===== config.mk =====
export PLATFORM = sky130hd
export DESIGN_NAME = kbd_scanner_flat
export DESIGN_NICKNAME = d
export VERILOG_FILES = /design/src/rtl/kbd_scanner_if.sv /design/src/rtl/kbd_scanner.sv /design/src/flat_wrapper.sv
export SDC_FILE = /design/constraint.sdc
export NUM_CORES = 1
export LEC_CHECK = 0
export CORE_AREA = 2 2 142 144
export DETAILED_ROUTE_END_ITERATION = 10
export DIE_AREA = 0 0 144 146
export PLACE_DENSITY = 0.81
export REMOVE_ABC_BUFFERS = 1
export SYNTH_ARGS = -nofsm -noshare
export SYNTH_HDL_FRONTEND = slang
export SYNTH_SLANG_ARGS = --single-unit

===== constraint.sdc =====
create_clock -name clk -period 6.4 [get_ports clk]
set_input_delay 1.28 -clock clk [delete_from_list [all_inputs] [get_ports clk]]
set_output_delay 1.28 -clock clk [all_outputs]
set_load 0.03 [all_outputs]

===== src/rtl/kbd_scanner_if.sv =====
// rtl/kbd_scanner_if.sv - key matrix cache write port
// Ports:
//   wr_valid  master->slave  write request
//   wr_ready  slave->master  write accepted this cycle
//   wr_addr   master->slave  cache address, 17'hE800 + row
//   wr_data   master->slave  committed row value, active-low
interface kbd_scanner_if;
  logic        wr_valid;
  logic        wr_ready;
  logic [16:0] wr_addr;
  logic [7:0]  wr_data;

  modport master (output wr_valid, output wr_addr, output wr_data, input wr_ready);
  modport slave  (input wr_valid, input wr_addr, input wr_data, output wr_ready);
endinterface


===== src/rtl/kbd_scanner.sv =====
// rtl/kbd_scanner.sv - PET keyboard matrix scanner with per-row debounce
// Ports:
//   clk            system clock, rising edge
//   res_b          asynchronous active-low reset
//   scan_en        scan enable, honoured at row boundaries
//   force_refresh  pulse: the next full frame writes every row
//   col_in[7:0]    raw active-low column sense, asynchronous
//   row_sel[3:0]   row index to the external decoder
//   frame_done     1-cycle pulse when the last row completes
//   wr             cache write port (master)
module kbd_scanner #(
  parameter int ROWS           = 10,
  parameter int SETTLE_CYCLES  = 8,
  parameter int DEBOUNCE_SCANS = 4
) (
  input  logic          clk,
  input  logic          res_b,
  input  logic          scan_en,
  input  logic          force_refresh,
  input  logic [7:0]    col_in,
  output logic [3:0]    row_sel,
  output logic          frame_done,
  kbd_scanner_if.master wr
);
  localparam int SW = $clog2(SETTLE_CYCLES);

  typedef enum logic [1:0] {IDLE, DRIVE, EVAL, WRITE} state_t;
  state_t state, state_nx;

  logic [7:0]    col_s1, col_s2;
  logic [3:0]    row;
  logic [SW-1:0] settle_cnt;
  logic [7:0]    stable [ROWS];
  logic [7:0]    cand   [ROWS];
  logic [2:0]    cnt    [ROWS];
  logic          refresh_pend, refresh_act;

  logic       hit_stable, hit_cand, commit, go_write, advance, last_row, frame_entry;
  logic [2:0] cnt_inc, cnt_new;

  always_comb begin
    hit_stable = (col_s2 == stable[row]);
    hit_cand   = (col_s2 == cand[row]);
    cnt_inc    = (cnt[row] == 3'd7) ? 3'd7 : cnt[row] + 3'd1;
    // A sample differing from both stable and cand starts a new run of 1,
    // so DEBOUNCE_SCANS == 1 commits on the first differing sample.
    cnt_new    = hit_stable ? 3'd0 : (hit_cand ? cnt_inc : 3'd1);
    commit     = !hit_stable && (cnt_new == 3'(DEBOUNCE_SCANS));
    go_write   = commit || refresh_act;
    last_row   = (row == 4'(ROWS - 1));
    advance    = ((state == EVAL) && !go_write) || ((state == WRITE) && wr.wr_ready);
    // Every entry into row-0 DRIVE starts a new frame.
    frame_entry = ((state == IDLE) && scan_en) || (advance && scan_en && last_row);
  end

  always_ff @(posedge clk or negedge res_b) begin
    if (!res_b) state <= IDLE;
    else        state <= state_nx;
  end

  always_comb begin
    state_nx = state;
    case (state)
      IDLE:    if (scan_en) state_nx = DRIVE;
      DRIVE:   if (settle_cnt == SW'(SETTLE_CYCLES - 1)) state_nx = EVAL;
      EVAL:    state_nx = go_write ? WRITE : (scan_en ? DRIVE : IDLE);
      WRITE:   if (wr.wr_ready) state_nx = scan_en ? DRIVE : IDLE;
      default: state_nx = IDLE;
    endcase
  end

  // row is left untouched when advancing into IDLE, so row_sel keeps
  // pointing at the last row driven.
  always_comb begin
    wr.wr_valid = (state == WRITE);
    wr.wr_addr  = 17'hE800 + {13'd0, row};
    wr.wr_data  = stable[row];
    frame_done  = advance && last_row;
    row_sel     = row;
  end

  always_ff @(posedge clk or negedge res_b) begin
    if (!res_b) begin
      col_s1       <= 8'hFF;
      col_s2       <= 8'hFF;
      row          <= 4'd0;
      settle_cnt   <= '0;
      refresh_pend <= 1'b0;
      refresh_act  <= 1'b0;
      for (int i = 0; i < ROWS; i++) begin
        stable[i] <= 8'hFF;
        cand[i]   <= 8'hFF;
        cnt[i]    <= 3'd0;
      end
    end else begin
      col_s1 <= col_in;
      col_s2 <= col_s1;

      settle_cnt <= ((state == DRIVE) && (state_nx == DRIVE)) ? settle_cnt + SW'(1) : '0;

      if ((state == IDLE) && scan_en)
        row <= 4'd0;
      else if (advance && scan_en)
        row <= last_row ? 4'd0 : row + 4'd1;

      // A pulse during a refresh frame stays pending and arms the next one.
      if (force_refresh)    refresh_pend <= 1'b1;
      else if (frame_entry) refresh_pend <= 1'b0;

      if (frame_entry && refresh_pend) refresh_act <= 1'b1;
      else if (advance && last_row)    refresh_act <= 1'b0;

      if (state == EVAL) begin
        // Every EVAL outcome leaves cand equal to the sample.
        cand[row] <= col_s2;
        cnt[row]  <= commit ? 3'd0 : cnt_new;
        if (commit) stable[row] <= col_s2;
      end
    end
  end
endmodule


===== src/flat_wrapper.sv =====
// flat-port wrapper written by rule: the top's interface ports become plain ports
module kbd_scanner_flat 
#(
  parameter int ROWS           = 10,
  parameter int SETTLE_CYCLES  = 8,
  parameter int DEBOUNCE_SCANS = 4
)
  (clk, res_b, scan_en, force_refresh, col_in, row_sel, frame_done, wr_wr_valid, wr_wr_addr, wr_wr_data, wr_wr_ready);
  kbd_scanner_if wr_i ();
  input  logic clk;
  input  logic res_b;
  input  logic scan_en;
  input  logic force_refresh;
  input  logic [7:0] col_in;
  output logic [3:0] row_sel;
  output logic frame_done;
  output wire logic [$bits(wr_i.wr_valid)-1:0] wr_wr_valid;
  output wire logic [$bits(wr_i.wr_addr)-1:0] wr_wr_addr;
  output wire logic [$bits(wr_i.wr_data)-1:0] wr_wr_data;
  input wire logic [$bits(wr_i.wr_ready)-1:0] wr_wr_ready;
  assign wr_wr_valid = wr_i.wr_valid;
  assign wr_wr_addr = wr_i.wr_addr;
  assign wr_wr_data = wr_i.wr_data;
  assign wr_i.wr_ready = wr_wr_ready;
  kbd_scanner #(.ROWS(ROWS), .SETTLE_CYCLES(SETTLE_CYCLES), .DEBOUNCE_SCANS(DEBOUNCE_SCANS)) u_core (.clk(clk), .res_b(res_b), .scan_en(scan_en), .force_refresh(force_refresh), .col_in(col_in), .row_sel(row_sel), .frame_done(frame_done), .wr(wr_i));
endmodule

==> out/metrics.yaml <==
routing:
  drt-initial-drc-count: 633
  drtAntennaViolNets: 0
  totalWireLength_mm: 25.65
  post_drt_wl_per_cell_um: 20.28
  vias_per_cell: 5.925
  drc: 0
  vias: 7495
  dr.pass1.iters: 6
pwr:
  pwr-share-seq_pct: 41.5
  ir_drop_mv: 0.2616
  comb_power_share_pct: 22.7
  p_clk_share_pct: 35.8
  p_per_area_nw_per_um2: 314.8
  swShare_pct: 30.79
  p_leak_nw: 5.439
  p_switching_mw: 1.158
  p_int_mw: 2.604
clock_network:
  clkSinkCount: 217
  cts_root_buf: "clkbuf_16"
  clockBufferDepth: 3
  h-tree-depth: 1
  cts_tree: "built"
  clk_pin_slew_ps: 60
  holdBufCountCts: 0
  cts_buffers: 23
  insertion_delay_ps: 520
yosys:
  synth_compound_area_share_pct: 7.532
  synthFlopType: "dfstp_2"
  synth_edf_count: 0
  ys_seq_area_share_pct: 52.90
  yosys-top-cells-area: "dfstp_2, dfrtp_1, nand2_1, mux2i_1, mux2_1"
  synth_top_area_share_pct: 43.29
  synthMuxAreaShare_pct: 21.61
  synthSimpleGateAreaFrac_pct: 13.31
  synth_area_sq_um: 10680
  synth_top_area_cell: "dfstp_2"
  synth_commonest_cells: "nand2_1, dfstp_2, mux2i_1"
  synthCells: 975
  synthMostInstantiatedCell: "nand2_1"
  synthAdderAreaFrac_pct: 0.3514
  synth_cell_types: 54
  synth_xor_xnor_area_share_pct: 0.08200
  synth_warnings: 0
  synth_top_family_by_area: "multiplexers"
  ys_async_sr_fraction_pct: 100.0
  ys_ff_latch: 217
  postSynthAreaPerCell_sq_um: 10.96
timing:
  setup_viol: 0
  slew_headroom_pct: 26.33
  slew_violations: 0
  rsz0062_at_grt: "no"
  hold_viol: 0
  holdWs_ps: 355.3
  fmax_ghz: 0.1628
  worstMarginPinSlew_ps: 1097
  skew_ps: 23.24
  fin_crit_sh_pct: 95.98
  period_minus_slack_ps: 6143
global_route:
  grt_antenna_before_repair: 0
  grt_pass1_wl_mm: 41.34
  grt_overflow: 0
  grt_max_degree: 116
  grt_pass1_vias: 7550
  grt_use_total_pct: 24.99
finish:
  fin_nets: 1000
  final_util_pct: 61.81
  drive_above_1_share_pct: 32.60
  multi_input_comb_area_sq_um: 4646
  n_fill_cell: 1555
  syn2layout_area_growth_pct: 11.88
  num_antenna_cells: 0
  final_cells: 1265
  seq_area_sq_um: 5654
outcome:
  outcome: "completed"
die:
  die-area_sq_um: 21020
  initial_core_util_pct: 55.24
  die_y_um: 146
  boundaryPins: 44
  rows: 51
  die_w_um: 144
  core_area_sq_um: 19330
setup_path:
  critPathRequiredTime_ps: 5120
  path_class: "flip-flop to primary output"
  critPathLaunchType: "flip-flop"
  end_kind: "primary output"
  arrival_ps: 4860
  cp_max_fo: 19
  r2r_cells: 9
  r2r_slack_ps: 1800
place:
  dp.cells: 1223
  dp_hpwl_mm: 16.99
  gp_congestion: 0.9291
  portBuffers: 30
worst_hold_path:
  hold_class: "flip-flop to flip-flop"
  hold_depth: 0
job:
  max-cap-violations: 0
-- cell usage in the layout, fill, tap and decap left out, types with 3 or more instances in the layout --
| cell type | count |
|---|---|
| nand2_1 | 238 |
| dfstp_2 | 176 |
| mux2i_1 | 81 |
| mux2_1 | 63 |
| mux2_2 | 50 |
| dfrtp_1 | 40 |
| o21ai_0 | 39 |
| clkdlybuf4s50_1 | 29 |
| clkbuf_16 | 23 |
| a21oi_1 | 21 |
| buf_4 | 20 |
| nor2_1 | 19 |
| nor3_1 | 16 |
| conb_1 | 13 |
| a22oi_1 | 11 |
| o22ai_1 | 10 |
| mux4_2 | 10 |
| nand2_2 | 9 |
| o31ai_1 | 9 |
| inv_2 | 8 |
| a21o_1 | 7 |
| nand3_1 | 7 |
| and2_1 | 6 |
| or4_1 | 6 |
| o211ai_1 | 6 |
| clkbuf_8 | 6 |
| nor2b_1 | 5 |
| nand4_1 | 5 |
| clkinv_2 | 5 |
| a2bb2oi_1 | 4 |
| o2111ai_1 | 4 |
| and3_1 | 4 |
| clkinvlp_4 | 4 |
| inv_1 | 3 |
| nor4_1 | 3 |
| o22a_1 | 3 |
| nand2b_1 | 3 |
| ha_1 | 3 |
-- registers in the layout, summed over array words and instances, names as in the netlist --
| register | count |
|---|---|
| u_core.col_s1 | 8 |
| u_core.cand | 80 |
| u_core.col_s2 | 8 |
| u_core.settle_cnt | 3 |
| u_core.state | 2 |
| u_core.cnt | 30 |
| u_core.row_sel | 4 |
| u_core.refresh_pend | 1 |
| u_core.refresh_act | 1 |
| u_core.stable | 80 |
-- routing by layer --
layer  vias up  share of wire, %  GRT usage, %
met3        54               6.4         4.409
li1       3371                 -             -
met2       269                49         41.24
met4         0               3.0         6.520
met5         -                 0             0
met1      3801                42         34.29
-- worst max-delay path: stages, from the launching register on --
cell and delay [ps]:
dfrtp_1 650, or3b_4 350, nor3_1 80, or4_1 530, or4_1 500, or4_1 580, nor4_1 470, a211oi_1 210
a21o_1 220, and3_1 170, clkdlybuf4s50_1 590
-- final timing paths --
kind / endpoint / startpoint
worst min-delay path: u_core.col_s2[6] / u_core.col_s1[6]
min in group asynchronous: u_core.cnt[25] / res_b
worst min register to register: u_core.col_s2[6] / u_core.col_s1[6]
worst max register to register: u_core.cnt[8] / u_core.row_sel[1]
worst max-delay path: frame_done / u_core.row_sel[1]
max in group asynchronous: u_core.cnt[14] / res_b
-- cell type report --
cell class / instances / area share (%)
clock buffers: 29 / 5.424
clock inverters: 12 / 1.037
inverters: 12 / 0.3769
multi-input cells: 678 / 38.88
flip-flops and latches: 217 / 47.31
well taps: 265 / 2.775
repair buffers: 52 / 4.199
-- cells by family (layout without fill, tap and decap cells) --
| family | Yosys count | count (layout) |
|---|---|---|
| xor+xnor | 1 | 1 |
| compound gates | 126 | 126 |
| fa+ha+maj | 3 | 3 |
| buf+inv | 91 | 105 |
| mux | 204 | 204 |
| simple gates | 331 | 331 |
| flops | 217 | 217 |
| other cells | 2 | 13 |
-- metrics by stage --
step | TNS [ps] | setup slack (ps) | power [mW] | cell area [sq um]
after global routing | 0 | 127.9 | 3.916 | 11950
after floorplan | -42020 | -1078 | 2.146 | 10320
after global placement | 0 | 751.1 | 2.394 | 11150
after CTS | 0 | 130.6 | 3.760 | 11920
after detailed placement | 0 | 721.2 | 2.405 | 11150
final | 0 | 257.4 | 3.762 | 11950
-- what timing repair did --
action                                  CTS  global route
hold endpoints to repair                  0             0
endpoints found under the setup margin    0             1
buffers inserted                          0             1
gates resized for setup                   0             2
-- power by group through the flow --
stage,logic [mW],clock network [mW],registers (mW)
detailed placement,0.815,0,1.59
global route,0.924,1.42,1.57
global placement,0.807,0,1.59
CTS,0.820,1.37,1.57
finish,0.855,1.35,1.56
floorplan,0.490,0,1.66
Note: power is estimated with default switching activity, not from simulation.
